### config.mk
export PLATFORM = sky130hd
export DESIGN_NAME = floor_tracker_flat
export DESIGN_NICKNAME = d
export VERILOG_FILES = /design/src/rtl/floor_tracker_pkg.sv /design/src/rtl/floor_tracker_if.sv /design/src/rtl/floor_tracker_phase_step_decoder.sv /design/src/rtl/floor_tracker.sv /design/src/flat_wrapper.sv
export SDC_FILE = /design/constraint.sdc
export NUM_CORES = 1
export LEC_CHECK = 0
export ABC_AREA = 0
export CAP_MARGIN = 20
export CORE_ASPECT_RATIO = 1.2
export CORE_UTILIZATION = 55
export DETAILED_ROUTE_END_ITERATION = 6
export PLACE_DENSITY = 0.76
export RECOVER_POWER = 25
export SYNTH_ARGS = -nofsm -noshare
export SYNTH_HDL_FRONTEND = slang
export SYNTH_HIERARCHICAL = 1
export SYNTH_SLANG_ARGS = --single-unit
### constraint.sdc
create_clock -name clk -period 4.6 [get_ports clk]
set_clock_uncertainty 0.2 [all_clocks]
set_input_delay 1.15 -clock clk [delete_from_list [all_inputs] [get_ports clk]]
set_output_delay 1.15 -clock clk [all_outputs]
set_load 0.01 [all_outputs]
### src/rtl/floor_tracker_pkg.sv
// Shared constants for the floor tracker and the stepper driver controller:
// floor one-hot codes, coil phase sequence, direction encoding and FSM states.
package floor_tracker_pkg;

    localparam logic [3:0] FLOOR_G = 4'b0001;
    localparam logic [3:0] FLOOR_1 = 4'b0010;
    localparam logic [3:0] FLOOR_2 = 4'b0100;
    localparam logic [3:0] FLOOR_3 = 4'b1000;

    localparam logic [3:0] PH_A = 4'b0001;
    localparam logic [3:0] PH_B = 4'b0010;
    localparam logic [3:0] PH_C = 4'b0100;
    localparam logic [3:0] PH_D = 4'b1000;

    localparam logic DIR_UP = 1'b1;
    localparam logic DIR_DN = 1'b0;

    typedef enum logic [0:0] {
        ST_IDLE = 1'b0,
        ST_STEP = 1'b1
    } state_e;

    // Upward successor of a coil pattern; non-one-hot patterns have none.
    function automatic logic [3:0] phase_next(input logic [3:0] p);
        logic [3:0] r;
        case (p)
            PH_A:    r = PH_B;
            PH_B:    r = PH_C;
            PH_C:    r = PH_D;
            PH_D:    r = PH_A;
            default: r = 4'b0000;
        endcase
        return r;
    endfunction

    function automatic logic [3:0] phase_prev(input logic [3:0] p);
        logic [3:0] r;
        case (p)
            PH_A:    r = PH_D;
            PH_B:    r = PH_A;
            PH_C:    r = PH_B;
            PH_D:    r = PH_C;
            default: r = 4'b0000;
        endcase
        return r;
    endfunction

    // Floor zone shifts saturate at the shaft ends.
    function automatic logic [3:0] floor_up(input logic [3:0] f);
        logic [3:0] r;
        case (f)
            FLOOR_G: r = FLOOR_1;
            FLOOR_1: r = FLOOR_2;
            FLOOR_2: r = FLOOR_3;
            FLOOR_3: r = FLOOR_3;
            default: r = FLOOR_G;
        endcase
        return r;
    endfunction

    function automatic logic [3:0] floor_dn(input logic [3:0] f);
        logic [3:0] r;
        case (f)
            FLOOR_G: r = FLOOR_G;
            FLOOR_1: r = FLOOR_G;
            FLOOR_2: r = FLOOR_1;
            FLOOR_3: r = FLOOR_2;
            default: r = FLOOR_G;
        endcase
        return r;
    endfunction

endpackage

### src/rtl/floor_tracker_if.sv
// Bus between the motor-driver side (master) and the floor tracker (slave).
interface floor_tracker_if;

    logic [3:0] phase;
    logic [3:0] des;
    logic       fault_clr;
    logic [3:0] cs;
    logic       at_floor;
    logic       arrived;
    logic       moving;
    logic       dir;
    logic       fault;

    modport master (
        output phase, des, fault_clr,
        input  cs, at_floor, arrived, moving, dir, fault
    );

    modport slave (
        input  phase, des, fault_clr,
        output cs, at_floor, arrived, moving, dir, fault
    );

endinterface

### src/rtl/floor_tracker_phase_step_decoder.sv
// Classifies each coil pattern against the last non-zero one as an up step,
// down step, or protocol violation; keeps that last pattern in prev_q.
module phase_step_decoder
    import floor_tracker_pkg::*;
(
    input  logic       clk,
    input  logic       rst_n,
    input  logic [3:0] phase_i,
    output logic       step_up_o,
    output logic       step_dn_o,
    output logic       bad_o
);

    logic [3:0] prev_q;
    logic [3:0] prev_d;

    // Step classification; a driver-off (0000) or repeated pattern is no step.
    always_comb begin
        step_up_o = 1'b0;
        step_dn_o = 1'b0;
        bad_o     = 1'b0;
        prev_d    = prev_q;
        if ((phase_i == 4'b0000) || (phase_i == prev_q)) begin
            prev_d = prev_q;
        end else begin
            prev_d = phase_i;
            if (phase_i == phase_next(prev_q)) begin
                step_up_o = 1'b1;
            end else if (phase_i == phase_prev(prev_q)) begin
                step_dn_o = 1'b1;
            end else begin
                bad_o = 1'b1;
            end
        end
    end

    // Last non-zero coil pattern.
    always_ff @(posedge clk or negedge rst_n) begin
        if (!rst_n) begin
            prev_q <= PH_A;
        end else begin
            prev_q <= prev_d;
        end
    end

endmodule

### src/rtl/floor_tracker.sv
// Elevator car position tracker driven by stepper coil phases.
// Optional stall fault between floors: define FLOOR_TRACKER_STALL_DETECT_EN.
module floor_tracker
    import floor_tracker_pkg::*;
#(
    parameter int STEPS_PER_FLOOR = 512,
    parameter int IDLE_CYCLES     = 1024,
    parameter int STALL_CYCLES    = 65536
) (
    input  logic            clk,
    input  logic            rst_n,
    floor_tracker_if.slave  bus
);

    localparam int CW = $clog2(STEPS_PER_FLOOR);
    localparam int IW = $clog2(IDLE_CYCLES + 1);
    localparam logic [CW-1:0] CNT_ZERO  = {CW{1'b0}};
    localparam logic [CW-1:0] CNT_ONE   = CW'(32'd1);
    localparam logic [CW-1:0] CNT_TOP   = CW'(STEPS_PER_FLOOR - 1);
    localparam logic [IW-1:0] IDLE_ZERO = {IW{1'b0}};
    localparam logic [IW-1:0] IDLE_ONE  = IW'(32'd1);
    localparam logic [IW-1:0] IDLE_LAST = IW'(IDLE_CYCLES - 1);

    state_e        state_q, state_d;
    logic [3:0]    cs_q, cs_d;
    logic [CW-1:0] step_cnt_q, step_cnt_d;
    logic [IW-1:0] idle_cnt_q, idle_cnt_d;
    logic          dir_q, dir_d;
    logic          arrived_q, arrived_d;
    logic          fault_q, fault_d;

    logic step_up_s, step_dn_s, bad_s;
    logic at_floor_s, lim_up_s, lim_dn_s, valid_s, stall_evt_s;

    phase_step_decoder u_dec (
        .clk       (clk),
        .rst_n     (rst_n),
        .phase_i   (bus.phase),
        .step_up_o (step_up_s),
        .step_dn_o (step_dn_s),
        .bad_o     (bad_s)
    );

    assign at_floor_s = (step_cnt_q == CNT_ZERO);

    // Position update; a step past either shaft end is refused and held.
    always_comb begin
        cs_d       = cs_q;
        step_cnt_d = step_cnt_q;
        dir_d      = dir_q;
        lim_up_s   = step_up_s && at_floor_s && (cs_q == FLOOR_3);
        lim_dn_s   = step_dn_s && at_floor_s && (cs_q == FLOOR_G);
        valid_s    = (step_up_s && !lim_up_s) || (step_dn_s && !lim_dn_s);
        if (step_up_s && !lim_up_s) begin
            dir_d = DIR_UP;
            if (step_cnt_q == CNT_TOP) begin
                step_cnt_d = CNT_ZERO;
                cs_d       = floor_up(cs_q);
            end else begin
                step_cnt_d = step_cnt_q + CNT_ONE;
            end
        end else if (step_dn_s && !lim_dn_s) begin
            dir_d = DIR_DN;
            if (step_cnt_q == CNT_ZERO) begin
                step_cnt_d = CNT_TOP;
                cs_d       = floor_dn(cs_q);
            end else begin
                step_cnt_d = step_cnt_q - CNT_ONE;
            end
        end else begin
            cs_d       = cs_q;
            step_cnt_d = step_cnt_q;
        end
    end

`ifdef FLOOR_TRACKER_STALL_DETECT_EN
    localparam int SW = $clog2(STALL_CYCLES + 1);
    localparam logic [SW-1:0] STALL_ZERO = {SW{1'b0}};
    localparam logic [SW-1:0] STALL_ONE  = SW'(32'd1);
    localparam logic [SW-1:0] STALL_LAST = SW'(STALL_CYCLES - 1);
    localparam logic [SW-1:0] STALL_FULL = SW'(STALL_CYCLES);

    logic [SW-1:0] stall_cnt_q, stall_cnt_d;

    // Counts stepless cycles between floors; saturates so the event fires once.
    always_comb begin
        stall_evt_s = 1'b0;
        stall_cnt_d = stall_cnt_q;
        if (valid_s || at_floor_s) begin
            stall_cnt_d = STALL_ZERO;
        end else if (stall_cnt_q != STALL_FULL) begin
            stall_cnt_d = stall_cnt_q + STALL_ONE;
            stall_evt_s = (stall_cnt_q == STALL_LAST);
        end else begin
            stall_cnt_d = stall_cnt_q;
        end
    end

    // Stall counter register.
    always_ff @(posedge clk or negedge rst_n) begin
        if (!rst_n) begin
            stall_cnt_q <= STALL_ZERO;
        end else begin
            stall_cnt_q <= stall_cnt_d;
        end
    end
`else
    assign stall_evt_s = 1'b0;
`endif

    // Arrival pulse and sticky fault; a new fault event outranks fault_clr.
    always_comb begin
        arrived_d = valid_s && (step_cnt_d == CNT_ZERO) && (cs_d == bus.des) && !arrived_q;
        if (bad_s || lim_up_s || lim_dn_s || stall_evt_s) begin
            fault_d = 1'b1;
        end else if (bus.fault_clr) begin
            fault_d = 1'b0;
        end else begin
            fault_d = fault_q;
        end
    end

    // Motion FSM: any valid step keeps it in STEP and restarts the idle count.
    always_comb begin
        state_d    = state_q;
        idle_cnt_d = idle_cnt_q;
        case (state_q)
            ST_IDLE: begin
                idle_cnt_d = IDLE_ZERO;
                if (valid_s) begin
                    state_d = ST_STEP;
                end else begin
                    state_d = ST_IDLE;
                end
            end
            ST_STEP: begin
                if (valid_s) begin
                    idle_cnt_d = IDLE_ZERO;
                end else if (idle_cnt_q == IDLE_LAST) begin
                    state_d    = ST_IDLE;
                    idle_cnt_d = IDLE_ZERO;
                end else begin
                    idle_cnt_d = idle_cnt_q + IDLE_ONE;
                end
            end
            default: begin
                state_d    = ST_IDLE;
                idle_cnt_d = IDLE_ZERO;
            end
        endcase
    end

    // State registers; reset re-homes the car to ground level.
    always_ff @(posedge clk or negedge rst_n) begin
        if (!rst_n) begin
            state_q    <= ST_IDLE;
            cs_q       <= FLOOR_G;
            step_cnt_q <= CNT_ZERO;
            idle_cnt_q <= IDLE_ZERO;
            dir_q      <= DIR_DN;
            arrived_q  <= 1'b0;
            fault_q    <= 1'b0;
        end else begin
            state_q    <= state_d;
            cs_q       <= cs_d;
            step_cnt_q <= step_cnt_d;
            idle_cnt_q <= idle_cnt_d;
            dir_q      <= dir_d;
            arrived_q  <= arrived_d;
            fault_q    <= fault_d;
        end
    end

    assign bus.cs       = cs_q;
    assign bus.at_floor = at_floor_s;
    assign bus.arrived  = arrived_q;
    assign bus.moving   = (state_q == ST_STEP);
    assign bus.dir      = dir_q;
    assign bus.fault    = fault_q;

endmodule

### src/flat_wrapper.sv
// flat-port wrapper written by rule: the top's interface ports become plain ports
module floor_tracker_flat import floor_tracker_pkg::*;
#(
    parameter int STEPS_PER_FLOOR = 512,
    parameter int IDLE_CYCLES     = 1024,
    parameter int STALL_CYCLES    = 65536
)
  (clk, rst_n, bus_phase, bus_des, bus_fault_clr, bus_cs, bus_at_floor, bus_arrived, bus_moving, bus_dir, bus_fault);
  floor_tracker_if bus_i ();
  input  logic clk;
  input  logic rst_n;
  input wire logic [$bits(bus_i.phase)-1:0] bus_phase;
  input wire logic [$bits(bus_i.des)-1:0] bus_des;
  input wire logic [$bits(bus_i.fault_clr)-1:0] bus_fault_clr;
  output wire logic [$bits(bus_i.cs)-1:0] bus_cs;
  output wire logic [$bits(bus_i.at_floor)-1:0] bus_at_floor;
  output wire logic [$bits(bus_i.arrived)-1:0] bus_arrived;
  output wire logic [$bits(bus_i.moving)-1:0] bus_moving;
  output wire logic [$bits(bus_i.dir)-1:0] bus_dir;
  output wire logic [$bits(bus_i.fault)-1:0] bus_fault;
  assign bus_i.phase = bus_phase;
  assign bus_i.des = bus_des;
  assign bus_i.fault_clr = bus_fault_clr;
  assign bus_cs = bus_i.cs;
  assign bus_at_floor = bus_i.at_floor;
  assign bus_arrived = bus_i.arrived;
  assign bus_moving = bus_i.moving;
  assign bus_dir = bus_i.dir;
  assign bus_fault = bus_i.fault;
  floor_tracker #(.STEPS_PER_FLOOR(STEPS_PER_FLOOR), .IDLE_CYCLES(IDLE_CYCLES), .STALL_CYCLES(STALL_CYCLES)) u_core (.clk(clk), .rst_n(rst_n), .bus(bus_i));
endmodule
Word level (Yosys, flattened, before mapping)
Cells that the tools add are included.
{"block": "op_classes", "addsub": 3, "multipliers": 0, "n_div": 0, "n_lt_le_gt_ge": 0, "eq_ne": 14, "n_shift": 0, "n_mux": 34, "bitwise_logic": 1, "reduce_logical": 22}
{"cell": "$mux 9", "n": 4}
{"cell": "$pmux 4 s4", "n": 2}
{"cell": "$mux 4", "n": 7}
{"cell": "$mux 11", "n": 2}
{"cell": "$pmux 11 s2", "n": 1}
{"cell": "$logic_not 9->1", "n": 2}
{"cell": "$eq 4x4->1", "n": 4}
{"cell": "$mux 1", "n": 15}
{"cell": "$pmux 4 s3", "n": 1}
{"cell": "$add 11x1->11 const B", "n": 1}
{"cell": "$eq 11x10->1 const B", "n": 1}
{"cell": "$add 9x1->9 const B", "n": 1}
{"cell": "$eq 9x9->1 const B", "n": 1}
{"cell": "$logic_and 1x1->1", "n": 9}
{"cell": "$sub 9x1->9 const B", "n": 1}
{"cell": "$eq 4x1->1 const B", "n": 2}
{"cell": "$eq 4x2->1 const B", "n": 2}
{"cell": "$eq 4x3->1 const B", "n": 2}
{"cell": "$eq 4x4->1 const B", "n": 2}
{"cell": "$pmux 3 s2", "n": 1}
{"cell": "$logic_not 4->1", "n": 1}
{"cell": "$logic_or 1x1->1", "n": 4}
{"cell": "$reduce_bool 2->1", "n": 2}
{"cell": "$logic_not 1->1", "n": 3}
{"cell": "other kinds (3)", "n": 3}
{"block": "word_totals", "ff_bits": 32, "latchBits": 0, "mem_bits_rw": 0, "mem_bits_ro": 0, "output_inout_bits": 9, "mem_count": 0}

Logic depth before layout (Yosys ltp)
Gate-level depths: netlist (run 1).
{"block": "depth", "word_depth": 20, "mapped_depth": 12, "depth_no_buf": 11}

Modules after synthesis
Netlist (run 1), hierarchy kept.
{"module": "floor_tracker", "instances": 1, "cells_per_inst": 215, "area_per_inst_um2": 1980.6}
{"module": "phase_step_decoder", "instances": 1, "cells_per_inst": 53, "area_per_inst_um2": 501.7}

Worst setup path before layout (run 1)
Ideal clock, no wire load.
{"block": "synth_path", "path_type": "input-to-reg", "start": "in bus_phase[1]", "end": "reg u_core.arrived_q (netlist: u_core/bus.arrived)", "setup_time_ns": 0.096, "t_arrival_ns": 3.765, "required_time_ns": 4.304, "path_slack_ns": 0.540, "stages": 11, "cell_sequence": "buf_2 and4bb_2 o21bai_1 a32oi_1 nor3b_2 or4b_1 a221oi_1 o22ai_1 a221oi_1 o2111ai_1 nor4_2"}
{"block": "synth_between", "elab_chain_cells": 14}
{"element": "start, declared", "line": "flat_wrapper.sv:12", "rtl": "input wire logic [$bits(bus_i.phase)-1:0] bus_phase;"}
{"element": "$eq 4x4->1", "line": "floor_tracker_phase_step_decoder.sv:29", "rtl": "end else if (phase_i == phase_prev(prev_q)) begin"}
{"element": "$mux 1", "line": "floor_tracker_phase_step_decoder.sv:29"}
{"element": "$mux 1", "line": "floor_tracker_phase_step_decoder.sv:27", "rtl": "if (phase_i == phase_next(prev_q)) begin"}
{"element": "$mux 1 *", "line": "floor_tracker_phase_step_decoder.sv:23", "rtl": "if ((phase_i == 4'b0000) || (phase_i == prev_q)) begin"}
{"element": "net u_core.step_dn_s", "line": "floor_tracker.sv:32", "rtl": "logic step_up_s, step_dn_s, bad_s;"}
{"element": "$logic_and 1x1->1 (2 in series)", "line": "floor_tracker.sv:52", "rtl": "lim_dn_s = step_dn_s && at_floor_s && (cs_q == FLOOR_G);"}
{"element": "$logic_not 1->1", "line": "floor_tracker.sv:53, floor_tracker.sv:62"}
{"element": "$logic_and 1x1->1 *", "line": "floor_tracker.sv:53, floor_tracker.sv:62"}
{"element": "$mux 9", "line": "floor_tracker.sv:62", "rtl": "end else if (step_dn_s && !lim_dn_s) begin"}
{"element": "$mux 9", "line": "floor_tracker.sv:54", "rtl": "if (step_up_s && !lim_up_s) begin"}
{"element": "$logic_not 9->1", "line": "floor_tracker.sv:113", "rtl": "arrived_d = valid_s && (step_cnt_d == CNT_ZERO) && (cs_d == bus.des) && !arrived_q;"}
{"element": "$logic_and 1x1->1", "line": "floor_tracker.sv:113"}
{"element": "$logic_and 1x1->1 * (2 in series)", "line": "floor_tracker.sv:113"}
{"element": "net u_core.arrived_d", "line": "floor_tracker.sv:29", "rtl": "logic arrived_q, arrived_d;"}
{"element": "end signal, assigned", "line": "floor_tracker.sv:169", "rtl": "arrived_q <= arrived_d;"}
{"element": "end, declared", "line": "floor_tracker.sv:29"}
The timed path passes the listed nets; every way through them passes the cells marked *.
A chain may end at the register's enable or synchronous reset.

Worst setup path in the final report (run 1)
{"block": "layout_path", "start": "in bus_phase[0]", "end": "reg u_core.arrived_q (netlist: u_core/bus.arrived)"}
Same word-level chain as after synthesis.

==> out/results.ini, run 1 <==
[run_status]
status = finished, violations left
violations = max-capacitance violations, max-slew violations

[routing]
finalWirelength_um = 6080
drt_iter0_drc = 222
viasPerCell = 6.64
wl_per_cell_um = 17.3
postRouteAntennaNets = 0
drt_first_pass_iters = 5
drc = 0
vias = 2332

[sta]
fin_crit_ps = 4350
worst_hold_slack_ps = 293
period_share = 0.946
rsz0062_at_grt = false
finalSetupViolCount = 0
slew_viol_final = 33
max_freq_ghz = 0.230
relSlewSlack = -0.211
worst_pin_slew_ps = 1820
hold_viol = 0

[cts]
worstSkewPairLatency_ps = 290
clock_path_buffers = 2
postCtsSetupRepairBufs = 0
cts_sinks = 32
path_clk_slew_ps = 70
cts_buffers = 5
hold_buffers = 0
htree_num_levels = 2
cts_tree = built
cts_root_buf = clkbuf_8

[global_routing]
grt_max_degree = 33
overflow = 0
grt_pass1_wl_um = 10100
grt_pass1_vias = 2195
track_usage = 0.273
antenna_found_initial = 0

[critical_path]
crit_slowest_cell = clkdlybuf4s50_1
critical_path_class = input port to register
timing.rr.start = u_core/u_dec/prev_q[3]
path_common_cell = nor4_2
cp_data_arrival_time_ps = 4330
critPathLaunchType = input port
critPathCaptureType = register
reg2reg_slack_ps = 1090
path_cells = clkdlybuf4s50_1, nor4b_1, o21ai_0, a32oi_1, nor3b_2, buf_4, inv_1, nor4_2, nor3_1, or4_1, o2111ai_1, nor4_2
rr_worst_depth = 11
worstPathRequired_ps = 4580
max_stage_delay_ps = 620
r2r_end = u_core/bus.arrived
cp_max_fo = 8

[power]
power_density_nw_per_um2 = 414
p_leak_nw = 1.12
peakVddDrop_mv = 0.243

[logic_synthesis]
ys.flop_type = dfrtp_1
yosysWarnings = 6
syn_inst = 268
async_flop_share = 1.00
synth_area_um2 = 2480
syn-num-nets = 283
syn_avg_cell_area_um2 = 9.26
synth-seq-cells = 32
synth.distinct_cells = 71
ys_seq_area_frac = 0.324
synth-edff-count = 0

[layout]
fin_area_um2 = 2850
final_cell_mix = 30 x dfrtp_1, 29 x nor2_1, 18 x clkdlybuf4s50_1, 16 x nand2_1, 12 x inv_1
area_delta_synth_final_pct = 14.8
final_nets = 309
utilization = 0.664
n_fill_cell = 380
drive_gt1_frac = 0.169
final_common_cell = dfrtp_1
insertedDiodeCount = 0

[hold_path]
hp-class = register to register
hp-start = u_core/bus.dir
whs_endpoint = u_core/bus.dir
whs_path_depth = 2

[flow_run]
max-cap-violations = 1

[die]
row_count = 26
die_height_um = 75.6
start_util = 0.578
core_area_um2 = 4290
dieArea_um2 = 4790
pin_count = 20
die_w_um = 63.3

[place]
placed_area_um2 = 2740
dp_hpwl_um = 4300
io_buffers = 19
gp_congestion = 0.879

critical path: cells and delay by family:
kind,cells,cell delay [ps]
AND/OR/NAND/NOR,6,1710
buffers and inverters,3,940
AO/OA/AOI/OAI,3,530
layout make-up:
class                   instances  area, um^2  share of cell area
multi-input cells             212        1540               0.542
flip-flops and latches         32         803               0.282
repair buffers                 31         277              0.0970
well taps                      56        70.1              0.0246
clock buffers                   5        68.8              0.0241
inverters                      12        45.0              0.0158
clock inverters                 3        42.5              0.0149
cell usage after synthesis, types with 5 or more instances:
cell type   n  share of area
nand2_1    16          0.024
nand3_1     9          0.018
o31ai_1     5          0.015
inv_1      12          0.018
nand4_1     6          0.015
nor2_1     29          0.044
nor4_2      5          0.025
o21ai_0     9          0.018
a31oi_1     5          0.013
dfrtp_1    30           0.30
xor2_1      8          0.028
nor3_1      7          0.014
and3_1      6          0.015
buf_6       6          0.027
per-layer routing:
layer  global-route usage  vias up  routed length (um)
met5                    0        -                   0
met4                0.146        0                 164
met3               0.0464       23                 355
met2                0.486      113                3090
met1                0.318     1110                2460
li1                     -     1086                   -
power by group:
part	switching (W)	total, W	internal, W
clock	0.000115	0.000275	0.000160
sequential	0.000143	0.000496	0.000353
combinational	0.000212	0.000408	0.000196
sequential cells by signal, indices dropped and copies added, names as in the netlist:
signal               count
u_core/step_cnt_q        9
u_core/bus.arrived       1
u_core/idle_cnt_q       11
u_core/bus.cs            4
u_core/bus.dir           1
u_core/u_dec/prev_q      4
u_core/bus.moving        1
u_core/bus.fault         1
worst max-delay path by stage:
stage,to,start,slack [ps]
floorplan,u_core/bus.arrived,bus_phase[1],540
detailed placement,u_core/bus.arrived,bus_phase[0],-100
global route,u_core/bus.arrived,bus_phase[0],30
CTS,u_core/bus.arrived,bus_phase[0],180
finish,u_core/bus.arrived,bus_phase[0],250
global placement,u_core/bus.arrived,bus_phase[0],30
per-stage QoR:
stage	setup TNS (ps)	setup WS, ps	std cells	power, W
after floorplan	0	540	268	0.000776
after global placement	0	28.7	343	0.000882
after detailed placement	-105	-105	343	0.000894
after CTS	0	179	351	0.00118
after global routing	0	27.3	351	0.00126
final	0	246	351	0.00118
cells by family (layout without fill, tap and decap cells):
family / Yosys count / in the layout / share of synthesized area
compound gates: 71 / 71 / 0.234
xor+xnor: 12 / 12 / 0.0423
fa+ha+maj: 4 / 4 / 0.0202
buf+inv: 24 / 51 / 0.0570
flops: 32 / 32 / 0.324
mux: 1 / 1 / 0.00454
simple gates: 124 / 124 / 0.319
what timing repair did:
action	4_1_cts	5_1_grt
endpoints found under the setup margin	0	1
gates resized for setup	0	1
hold endpoints to repair	0	0
Note: power is estimated with default switching activity, not from simulation.
==> run 2: changes to the inputs <==
--- a/config.mk
+++ b/config.mk
@@ -12,6 +12,7 @@
 export DETAILED_ROUTE_END_ITERATION = 6
 export PLACE_DENSITY = 0.76
 export RECOVER_POWER = 25
+export SKIP_LAST_GASP = 1
 export SYNTH_ARGS = -nofsm -noshare
 export SYNTH_HDL_FRONTEND = slang
 export SYNTH_HIERARCHICAL = 1
==> results of run 2 <==
Final layout, timing and power as in run 1 (identical DEF).
==> run 3: changes to the inputs <==
--- a/config.mk
+++ b/config.mk
@@ -10,8 +10,10 @@
 export CORE_ASPECT_RATIO = 1.2
 export CORE_UTILIZATION = 55
 export DETAILED_ROUTE_END_ITERATION = 6
+export GPL_TIMING_DRIVEN = 0
 export PLACE_DENSITY = 0.76
 export RECOVER_POWER = 25
+export REMOVE_ABC_BUFFERS = 1
 export SKIP_LAST_GASP = 1
 export SYNTH_ARGS = -nofsm -noshare
 export SYNTH_HDL_FRONTEND = slang
==> run 3 against run 2 <==
  * The flow still finishes with violations (max-capacitance violations, max-slew violations)
  * Global-route usage shrank 2.3 points
  * Register-to-register slack lost 170 ps
  * Clock power shrank 18%
  * First-iteration DRC count shrank 22%
  * Power shrank 5.0%
  * Utilization shrank 1.3 points
  * Die area is the same
  * Worst setup slack gained 57 ps
  * Critical path type unchanged
  * Largest cell class unchanged
  * Highest routed layer unchanged
==> out/results.ini, run 3 (same netlist as run 1, synthesis figures left out) <==
[layout]
final_nets = 299
drive_gt1_frac = 0.158
largest_reg_flops = 11
largestRegisters = u_core/idle_cnt_q x11, u_core/step_cnt_q x9
final_common_cell = dfrtp_1
top_register = u_core/idle_cnt_q
final_cells = 341
regArea_um2 = 803
n_fill_cell = 378
area_delta_synth_final_pct = 12.6
multi_input_area_um2 = 1580
final_cell_mix = 30 x dfrtp_1, 29 x nor2_1, 16 x nand2_1, 14 x clkdlybuf4s50_1, 12 x inv_1
insertedDiodeCount = 0

[cts]
cts_sinks = 32
cts_root_buf = clkbuf_8
clock_path_buffers = 2
worstSkewPairLatency_ps = 290
path_clk_slew_ps = 70
htree_num_levels = 2
cts_tree = built
cts_buffers = 5
hold_buffers = 0

[critical_path]
timing.rr.start = u_core/u_dec/prev_q[0]
rr_worst_depth = 10
critical_path_class = input port to register
critPathLaunchType = input port
cp_data_arrival_time_ps = 4290
critPathCaptureType = register
r2r_end = u_core/bus.arrived
worstPathRequired_ps = 4590
reg2reg_slack_ps = 920
cp_max_fo = 9

[global_routing]
track_usage = 0.250
overflow = 0
grt_pass1_vias = 2025
grt_pass1_wl_um = 9330
antenna_found_initial = 0
met3_usage = 0.0269
grt_max_degree = 33
grt_busiest_layer = met2
use_met1 = 0.307
grt_util_met2 = 0.444

[routing]
drc = 0
vias = 2249
viasPerCell = 6.60
wl_per_cell_um = 16.9
drt_first_pass_iters = 5
finalWirelength_um = 5750
drt_iter0_drc = 173
postRouteAntennaNets = 0

[place]
gp_congestion = 0.847
dp_cells = 332
place_ws_ps = -530
io_buffers = 19
dp_hpwl_um = 3950

[die]
die_height_um = 75.6
die_w_um = 63.3
core_area_um2 = 4290
dieArea_um2 = 4790
start_util = 0.578
row_count = 26
pin_count = 20

[sta]
fin_tns_setup_ps = 0
finalSetupViolCount = 0
worst_pin_slew_ps = 1760
fin_crit_ps = 4300
worst_hold_slack_ps = 290
rsz0062_at_grt = false
hold_viol = 0
slew_viol_final = 33
period_share = 0.934
max_freq_ghz = 0.233
relSlewSlack = -0.172
setup_slack_ps = 303

[power]
power_w = 0.00112
power_density_nw_per_um2 = 401
peakVddDrop_mv = 0.277
p_leak_nw = 1.10

[hold_path]
whs_path_depth = 2
hp-start = u_core/bus.dir
hp-class = register to register
whs_endpoint = u_core/bus.dir

[run_status]
status = finished, violations left
violations = max-capacitance violations, max-slew violations

[flow_run]
max-cap-violations = 1

==> run 3: timing repair <==
item,CTS,global route
hold endpoints to repair,0,0
setup buffers,1,0
resized for setup,3,8
endpoints found under the setup margin,1,1
==> run 3: per-layer routing <==
layer  up-vias  wire, um
met5         -         0
met4         0       178
met3        19       246
met2        84      2850
met1      1083      2480
li1       1063         -
==> run 3: layout make-up <==
| cell class | instances | area share |
|---|---|---|
| clock inverters | 2 | 0.00358 |
| flip-flops and latches | 32 | 0.287 |
| multi-input cells | 212 | 0.565 |
| clock buffers | 6 | 0.0295 |
| inverters | 12 | 0.0161 |
| well taps | 56 | 0.0251 |
| repair buffers | 21 | 0.0734 |
==> run 3: stage by stage <==
stage / util / instance area, um^2
2_1_floorplan: - / 2390
3_3_place_gp: 0.616 / 2650
3_5_place_dp: 0.617 / 2650
4_1_cts: 0.643 / 2760
5_1_grt: 0.651 / 2800
6_report: 0.651 / 2800
==> run 3: worst max-delay path by stage <==
stage | slack [ps] | from | endpoint | depth (start not counted)
final | 300 | bus_phase[0] | u_core/bus.arrived | 11
after global routing | 60 | bus_phase[0] | u_core/bus.arrived | 11
after CTS | 0.6 | bus_phase[2] | u_core/bus.arrived | 11
after detailed placement | -530 | bus_phase[0] | u_core/bus.arrived | 11
after global placement | -650 | bus_phase[2] | u_core/bus.arrived | 11
after floorplan | 670 | bus_phase[0] | u_core/bus.arrived | 10
==> run 3: report_power, final <==
| group | total, W | internal, W | leakage (nW) | switching, W |
|---|---|---|---|---|
| Sequential | 0.000491 | 0.000353 | 0.386 | 0.000138 |
| Clock | 0.000226 | 0.000119 | 0.0510 | 0.000106 |
| Combinational | 0.000404 | 0.000193 | 0.666 | 0.000211 |
| Total | 0.00112 | 0.000665 | 1.10 | 0.000456 |
==> run 3: worst max-delay path, stage by stage <==
cell           delay (ps)
dlygate4sd2_1         380
nor4b_1               250
o21ai_0               110
a32oi_1               280
nor3b_4               300
or4b_1                550
a211oi_1              380
nand2_1               100
a21boi_0              270
o2111ai_1             210
nor4_2                300
